### src/rtl/uart_rx.sv
// 8N1 UART receiver: 2-flop synchronizer, mid-bit sampling FSM and a
// first-word-fall-through receive FIFO with sticky overrun/framing flags.
module uart_rx #(
    parameter int CLK_FREQ   = 10_000_000,
    parameter int BAUD       = 9600,
    parameter int FIFO_DEPTH = 8
) (
    input  logic                             clk,
    input  logic                             rst,
    input  logic                             rx,
    input  logic                             rd_en,
    input  logic                             err_clr,
    output logic [7:0]                       rd_data,
    output logic                             rx_empty,
    output logic                             rx_full,
    output logic [$clog2(FIFO_DEPTH+1)-1:0]  rx_count,
    output logic                             overrun,
    output logic                             frame_err
);

    localparam int DIV  = CLK_FREQ / BAUD;
    localparam int HALF = DIV / 2;
    localparam int CW   = $clog2(DIV + 1);
    localparam int PW   = $clog2(FIFO_DEPTH);
    localparam int NW   = $clog2(FIFO_DEPTH + 1);

    localparam logic [CW-1:0] DIV_M1  = CW'(DIV - 1);
    localparam logic [CW-1:0] HALF_M1 = CW'(HALF - 1);
    localparam logic [NW-1:0] FULL_N  = NW'(FIFO_DEPTH);

    typedef enum logic [1:0] {IDLE, START, DATA, STOP} state_t;

    state_t        state, state_nxt;
    logic [CW-1:0] cnt, cnt_nxt;
    logic [2:0]    bit_idx, bit_idx_nxt;
    logic [7:0]    shreg, shreg_nxt;
    logic          rx_meta, rx_sync;
    logic          push_req, frame_set;

    logic [7:0]    mem [FIFO_DEPTH];
    logic [PW-1:0] wr_ptr, rd_ptr;
    logic          push, pop;

    always_ff @(posedge clk) begin
        if (rst) begin
            rx_meta <= 1'b1;
            rx_sync <= 1'b1;
        end else begin
            rx_meta <= rx;
            rx_sync <= rx_meta;
        end
    end

    always_ff @(posedge clk) begin
        if (rst) begin
            state   <= IDLE;
            cnt     <= '0;
            bit_idx <= '0;
            shreg   <= '0;
        end else begin
            state   <= state_nxt;
            cnt     <= cnt_nxt;
            bit_idx <= bit_idx_nxt;
            shreg   <= shreg_nxt;
        end
    end

    always_comb begin
        state_nxt   = state;
        cnt_nxt     = cnt;
        bit_idx_nxt = bit_idx;
        shreg_nxt   = shreg;
        push_req    = 1'b0;
        frame_set   = 1'b0;
        case (state)
            IDLE: begin
                if (!rx_sync) begin
                    state_nxt = START;
                    cnt_nxt   = HALF_M1;
                end
            end
            START: begin
                if (cnt == '0) begin
                    // A start bit that is high again at mid-bit was a glitch.
                    if (!rx_sync) begin
                        state_nxt   = DATA;
                        cnt_nxt     = DIV_M1;
                        bit_idx_nxt = '0;
                    end else begin
                        state_nxt = IDLE;
                    end
                end else begin
                    cnt_nxt = cnt - 1'b1;
                end
            end
            DATA: begin
                if (cnt == '0) begin
                    shreg_nxt = {rx_sync, shreg[7:1]};
                    cnt_nxt   = DIV_M1;
                    if (bit_idx == 3'd7) state_nxt = STOP;
                    else                 bit_idx_nxt = bit_idx + 3'd1;
                end else begin
                    cnt_nxt = cnt - 1'b1;
                end
            end
            STOP: begin
                if (cnt == '0) begin
                    state_nxt = IDLE;
                    push_req  = rx_sync;
                    frame_set = !rx_sync;
                end else begin
                    cnt_nxt = cnt - 1'b1;
                end
            end
            default: state_nxt = IDLE;
        endcase
    end

    // A pop in the same cycle frees the slot, so a full FIFO still accepts.
    assign pop  = rd_en && !rx_empty;
    assign push = push_req && (!rx_full || pop);

    always_ff @(posedge clk) begin
        if (push) mem[wr_ptr] <= shreg;
    end

    always_ff @(posedge clk) begin
        if (rst) begin
            wr_ptr   <= '0;
            rd_ptr   <= '0;
            rx_count <= '0;
        end else begin
            if (push) wr_ptr <= wr_ptr + PW'(1);
            if (pop)  rd_ptr <= rd_ptr + PW'(1);
            case ({push, pop})
                2'b10:   rx_count <= rx_count + NW'(1);
                2'b01:   rx_count <= rx_count - NW'(1);
                default: rx_count <= rx_count;
            endcase
        end
    end

    assign rx_empty = (rx_count == '0);
    assign rx_full  = (rx_count == FULL_N);
    assign rd_data  = rx_empty ? 8'h00 : mem[rd_ptr];

    always_ff @(posedge clk) begin
        if (rst) begin
            overrun   <= 1'b0;
            frame_err <= 1'b0;
        end else begin
            overrun   <= (push_req && rx_full && !pop) || (overrun && !err_clr);
            frame_err <= frame_set || (frame_err && !err_clr);
        end
    end

endmodule

### config.mk
export PLATFORM = sky130hd
export DESIGN_NAME = uart_rx
export DESIGN_NICKNAME = d
export VERILOG_FILES = /design/src/rtl/uart_rx.sv
export SDC_FILE = /design/constraint.sdc
export NUM_CORES = 1
export LEC_CHECK = 0
export CELL_PAD_IN_SITES_DETAIL_PLACEMENT = 1
export CELL_PAD_IN_SITES_GLOBAL_PLACEMENT = 2
export CORE_MARGIN = 4
export CORE_UTILIZATION = 42
export CTS_BUF_LIST = sky130_fd_sc_hd__clkbuf_16
export DETAILED_ROUTE_END_ITERATION = 10
export PLACE_DENSITY = 0.88
export SLEW_MARGIN = 20
export SYNTH_ARGS = -nofsm -noshare
export SYNTH_HDL_FRONTEND = slang
export SYNTH_SLANG_ARGS = --single-unit
### constraint.sdc
create_clock -name clk -period 3.4 [get_ports clk]
set_input_delay 0.51 -clock clk [delete_from_list [all_inputs] [get_ports clk]]
set_output_delay 0.51 -clock clk [all_outputs]
set_load 0.005 [all_outputs]
# After elaboration in Yosys (flattened, before gate mapping)
# Memories as Yosys holds them, arrays and structs flattened. A register that Yosys moved wholly into a read port is not among the register bits.
# Cells that the tools add are included.
[totals]
memories = 1
latchBits = 0
register_bits = 38
ramBits = 64
output_inout_bits = 16
rom_bits = 0
[mem_list]
columns = ["name", "words", "word_bits", "rd", "rd_ports_with_merged_regs", "wr", "line_no", "rtl"]
rows = [
  ["mem", 8, 8, 1, 1, 1, "40", "logic [7:0] mem [FIFO_DEPTH];"],
]
[op_classes]
n_addsub = 6
multipliers = 0
n_div = 0
n_reduce_logical = 23
n_eq_ne = 16
order_cmp = 0
n_shift = 0
mux = 28
n_bitwise = 0
[op_table]
columns = ["operator", "count"]
rows = [
  ["$mux 11", 5],
  ["$pmux 11 s4", 1],
  ["$mux 3", 6],
  ["$ne 2x2->1 const B", 8],
  ["$mux 2", 6],
  ["$logic_not 11->1", 1],
  ["$sub 11x1->11 const B", 1],
  ["$reduce_and 5->1", 2],
  ["$add 3x1->3 const B", 3],
  ["$mux 8", 1],
  ["$pmux 2 s4", 1],
  ["$pmux 4 s2", 1],
  ["$eq 2x2->1 const B", 3],
  ["$logic_and 1x1->1", 6],
  ["$mux 1", 6],
  ["$pmux 3 s2", 1],
  ["$logic_not 1->1", 5],
  ["$add 4x1->4 const B", 1],
  ["$eq 2x1->1 const B", 2],
  ["$eq 4x4->1 const B", 1],
  ["$logic_not 4->1", 1],
  ["$reduce_bool 2->1", 2],
  ["$sub 4x1->4 const B", 1],
  ["$eq 3x3->1 const B", 1],
  ["other kinds (5)", 7],
]

# Logic depth before layout (Yosys ltp)
[depth]
word_depth = 7
depth_mapped = 11
mapped_depth_nobuf = 10

# Worst setup path before layout
# Ideal clock, no wire load.
[synth_timing]
path_type = "register -> register"
start = "reg cnt[0]"
end = "mem mem[0][0] (enable)"
stages_incl_launch_ff = 8
setup_time_ns = 0.395
slack_ns = 0.828
synth_period_minus_slack_ns = 2.572
path_buffers = 1
t_arrival_ns = 2.177
path_cell_list = "dfxtp_1 > inv_1 > ha_1 > nor4b_4 > and4_1 > buf_4 > nand2_1 > nor4_1"
[synth_via]
elab_chain_len = 6
[synth_lines]
columns = ["item", "line_no", "rtl"]
rows = [
  ["start: declaration", "34", "logic [CW-1:0] cnt, cnt_nxt;"],
  ["start signal: assignment", "62", "cnt <= cnt_nxt;"],
  ["$logic_not 11->1", "107", "if (cnt == '0) begin"],
  ["$mux 1", "107", ""],
  ["$mux 1", "75", "case (state)"],
  ["$logic_and 1x1->1", "121", "assign push = push_req && (!rx_full || pop);"],
  ["$mux 1", "124", "if (push) mem[wr_ptr] <= shreg;"],
  ["$mux 1 (not written as such)", "124", ""],
  ["end: declaration", "40", ""],
]
# No other way between the ends.

==> results.json <==
{
  "status": "completed",
  "vdd_drop_max_mv": 0.2929,
  "rsz0062_at_grt": "false",
  "fin_tns_setup_ps": 0,
  "grt_first_pass_wirelength_um": 17860,
  "tightest_slew_ps": 1013,
  "cp.arrival_ps": 2250,
  "r2r_slack_ps": 730,
  "drv_cap": 0,
  "yosysTopAreaCell": "edfxtp_1",
  "hold_depth": 1,
  "drc": 0,
  "port_buffers": 20,
  "hp-start": "rx_meta",
  "slew_headroom": 0.3230,
  "placedInstanceArea_um2": 5087,
  "synth.most_common_cell": "edfxtp_1",
  "cts.repair.resized": 0,
  "postRouteAntennaNets": 0,
  "start_util": 0.4294,
  "start_kind": "flop",
  "h-tree-depth": 3,
  "cts_num_sinks": 105,
  "slowest_delay_ps": 810,
  "die_w_um": 113.5,
  "reg2reg_depth": 6,
  "multi_input_area_um2": 1834,
  "syn-num-nets": 381,
  "dieArea_um2": 12880,
  "drt_iter0_markers": 164,
  "clk_pin_slew_ps": 60,
  "cts_tree": "built",
  "worstSetupPathType": "flop to primary output",
  "cp_top_family": "flip-flops",
  "area_growth_pct": 14.45,
  "drtPass1Iterations": 4,
  "crit_required_ps": 2890,
  "n_antenna_cell": 0,
  "period_share": 0.8123,
  "regArea_um2": 2743,
  "crit_slowest_cell": "dfxtp_1",
  "ys_ff_latch": 105,
  "clock_skew_ps": 10.68,
  "synth_edf_count": 64,
  "drive_above_1_share": 0.1511,
  "post_cts_buffers": 0,
  "ys_seq_area_frac": 0.5866,
  "postSynthAreaPerCell_um2": 12.85,
  "yosys_warnings": 0,
  "timing.rr.start": "cnt[0]",
  "grt_max_degree": 25,
  "clk_latency_ps": 350,
  "cts_hold_buffers": 0,
  "nFillCells": 1153,
  "p_leak_nw": 1.834,
  "power_mw": 3.075,
  "synthFlopType": "edfxtp_1",
  "maxSlewViolCount": 0,
  "max_freq_mhz": 362.1,
  "hpwl_um": 7491,
  "reg2reg_to": "mem[6][6]",
  "nNetsFinal": 409,
  "cts_max_path_buffers": 2,
  "io_pins": 21,
  "via_count": 3045,
  "synthDistinctLibCells": 53,
  "hold-worst-slack_ps": 415.5,
  "crit_buf_inv": 1,
  "routedWlPerCell_um": 19.97,
  "synth_area_um2": 4676,
  "crit_chain": "mux4_2 -> mux2i_1 -> nor2_1 -> clkdlybuf4s50_1",
  "whs_endpoint": "rx_sync",
  "routed_via_density": 5.670,
  "async_flop_share": 0,
  "grt.total_usage": 0.1794,
  "cp-end-kind": "primary output",
  "period_needed_ps": 2762,
  "cp_max_fo": 16,
  "overflow": 0,
  "rows": 38,
  "wirelength_um": 10720,
  "antenna_found_initial": 0,
  "place_congestion": 0.8063,
  "die_h_um": 113.5,
  "synth_commonest_cells": "64 x edfxtp_1, 41 x dfxtp_1, 28 x nor2_1",
  "finalHoldViolCount": 0,
  "final_cell_area_um2": 5351,
  "pwr_density_cell_nw_per_um2": 574.6,
  "fin_util": 0.4915,
  "synthTopCellsByArea": "edfxtp_1 41%, dfxtp_1 18%, mux4_2 7.7%",
  "cts-root-buf": "clkbuf_16",
  "cts_buffers": 9,
  "min_path_type": "flop to flop",
  "synthCells": 364,
  "first_global_vias": 3199,
  "setup_viol": 0,
  "core-area_um2": 10890,
  "synthDominantCellAreaShare": 0.4110
}
==> per-layer routing <==
layer  GRT usage  share of wire  vias up
met4     0.06090          0.017        0
met1      0.2352           0.43     1536
met5           0              0        -
li1            -              -     1460
met2      0.3059           0.53       37
met3     0.02599          0.025       12
==> kinds of logic (layout without fill, tap and decap cells) <==
| kind of cell | after synthesis | count (layout) | synth area share |
|---|---|---|---|
| AOI/OAI and AO/OA | 64 | 64 | 0.09286 |
| xor gates and xnor gates | 3 | 3 | 0.005621 |
| DFF | 105 | 105 | 0.5866 |
| adders and majority gates | 12 | 12 | 0.03211 |
| and+or+nand+nor | 123 | 123 | 0.1480 |
| buffers and inverters | 25 | 58 | 0.02248 |
| muxes | 32 | 32 | 0.1124 |
==> where the power goes <==
part	leakage (nW)	internal, mW	switching (mW)	total, mW
clock network	0.136	0.489	0.438	0.927
registers	0.925	1.37	0.0533	1.42
logic	0.773	0.331	0.395	0.725
total	1.83	2.19	0.886	3.08
==> metrics by stage <==
step                      setup slack, ps  instances
after floorplan                     827.9        364
after global placement              845.9        521
after detailed placement            692.5        521
after CTS                           596.4        537
after global routing                472.5        537
final                               638.0        537
==> worst max-delay path by stage <==
stage,startpoint,end,slack (ps),cells after the start
3_5_place_dp,cnt[0],mem[6][0],690,6
6_report,flop,rd_data[1],640,4
4_1_cts,flop,rd_data[1],600,4
5_1_grt,flop,rd_data[2],470,4
3_3_place_gp,cnt[0],mem[6][0],850,6
2_1_floorplan,cnt[0],mem[0][0],830,7
==> state kept, by name, summed over array words and instances (netlist names), named ones only <==
name	cells
frame_err	1
rx_count	4
bit_idx	3
mem	64
rx_meta	1
overrun	1
state	1
wr_ptr	3
rx_sync	1
shreg	8
cnt	11
rd_ptr	3
==> cells in the final DEF, fill, tap and decap left out, types with 11 or more instances in the layout <==
master,n
a21oi_1,27
buf_4,14
clkdlybuf4s50_1,20
dfxtp_1,41
edfxtp_1,64
ha_1,12
mux2i_1,12
mux4_2,16
nand2_1,21
nand3_1,15
nor2_1,28
o21ai_0,11
==> final cells by class <==
class                   instances  area share
flip-flops and latches        105      0.5125
multi-input cells             234      0.3428
repair buffers                 34     0.05705
clock buffers                   9     0.04209
well taps                     140     0.03273
clock inverters                 7    0.007248
inverters                       8    0.005611
Power figures use the tool's default switching activity.
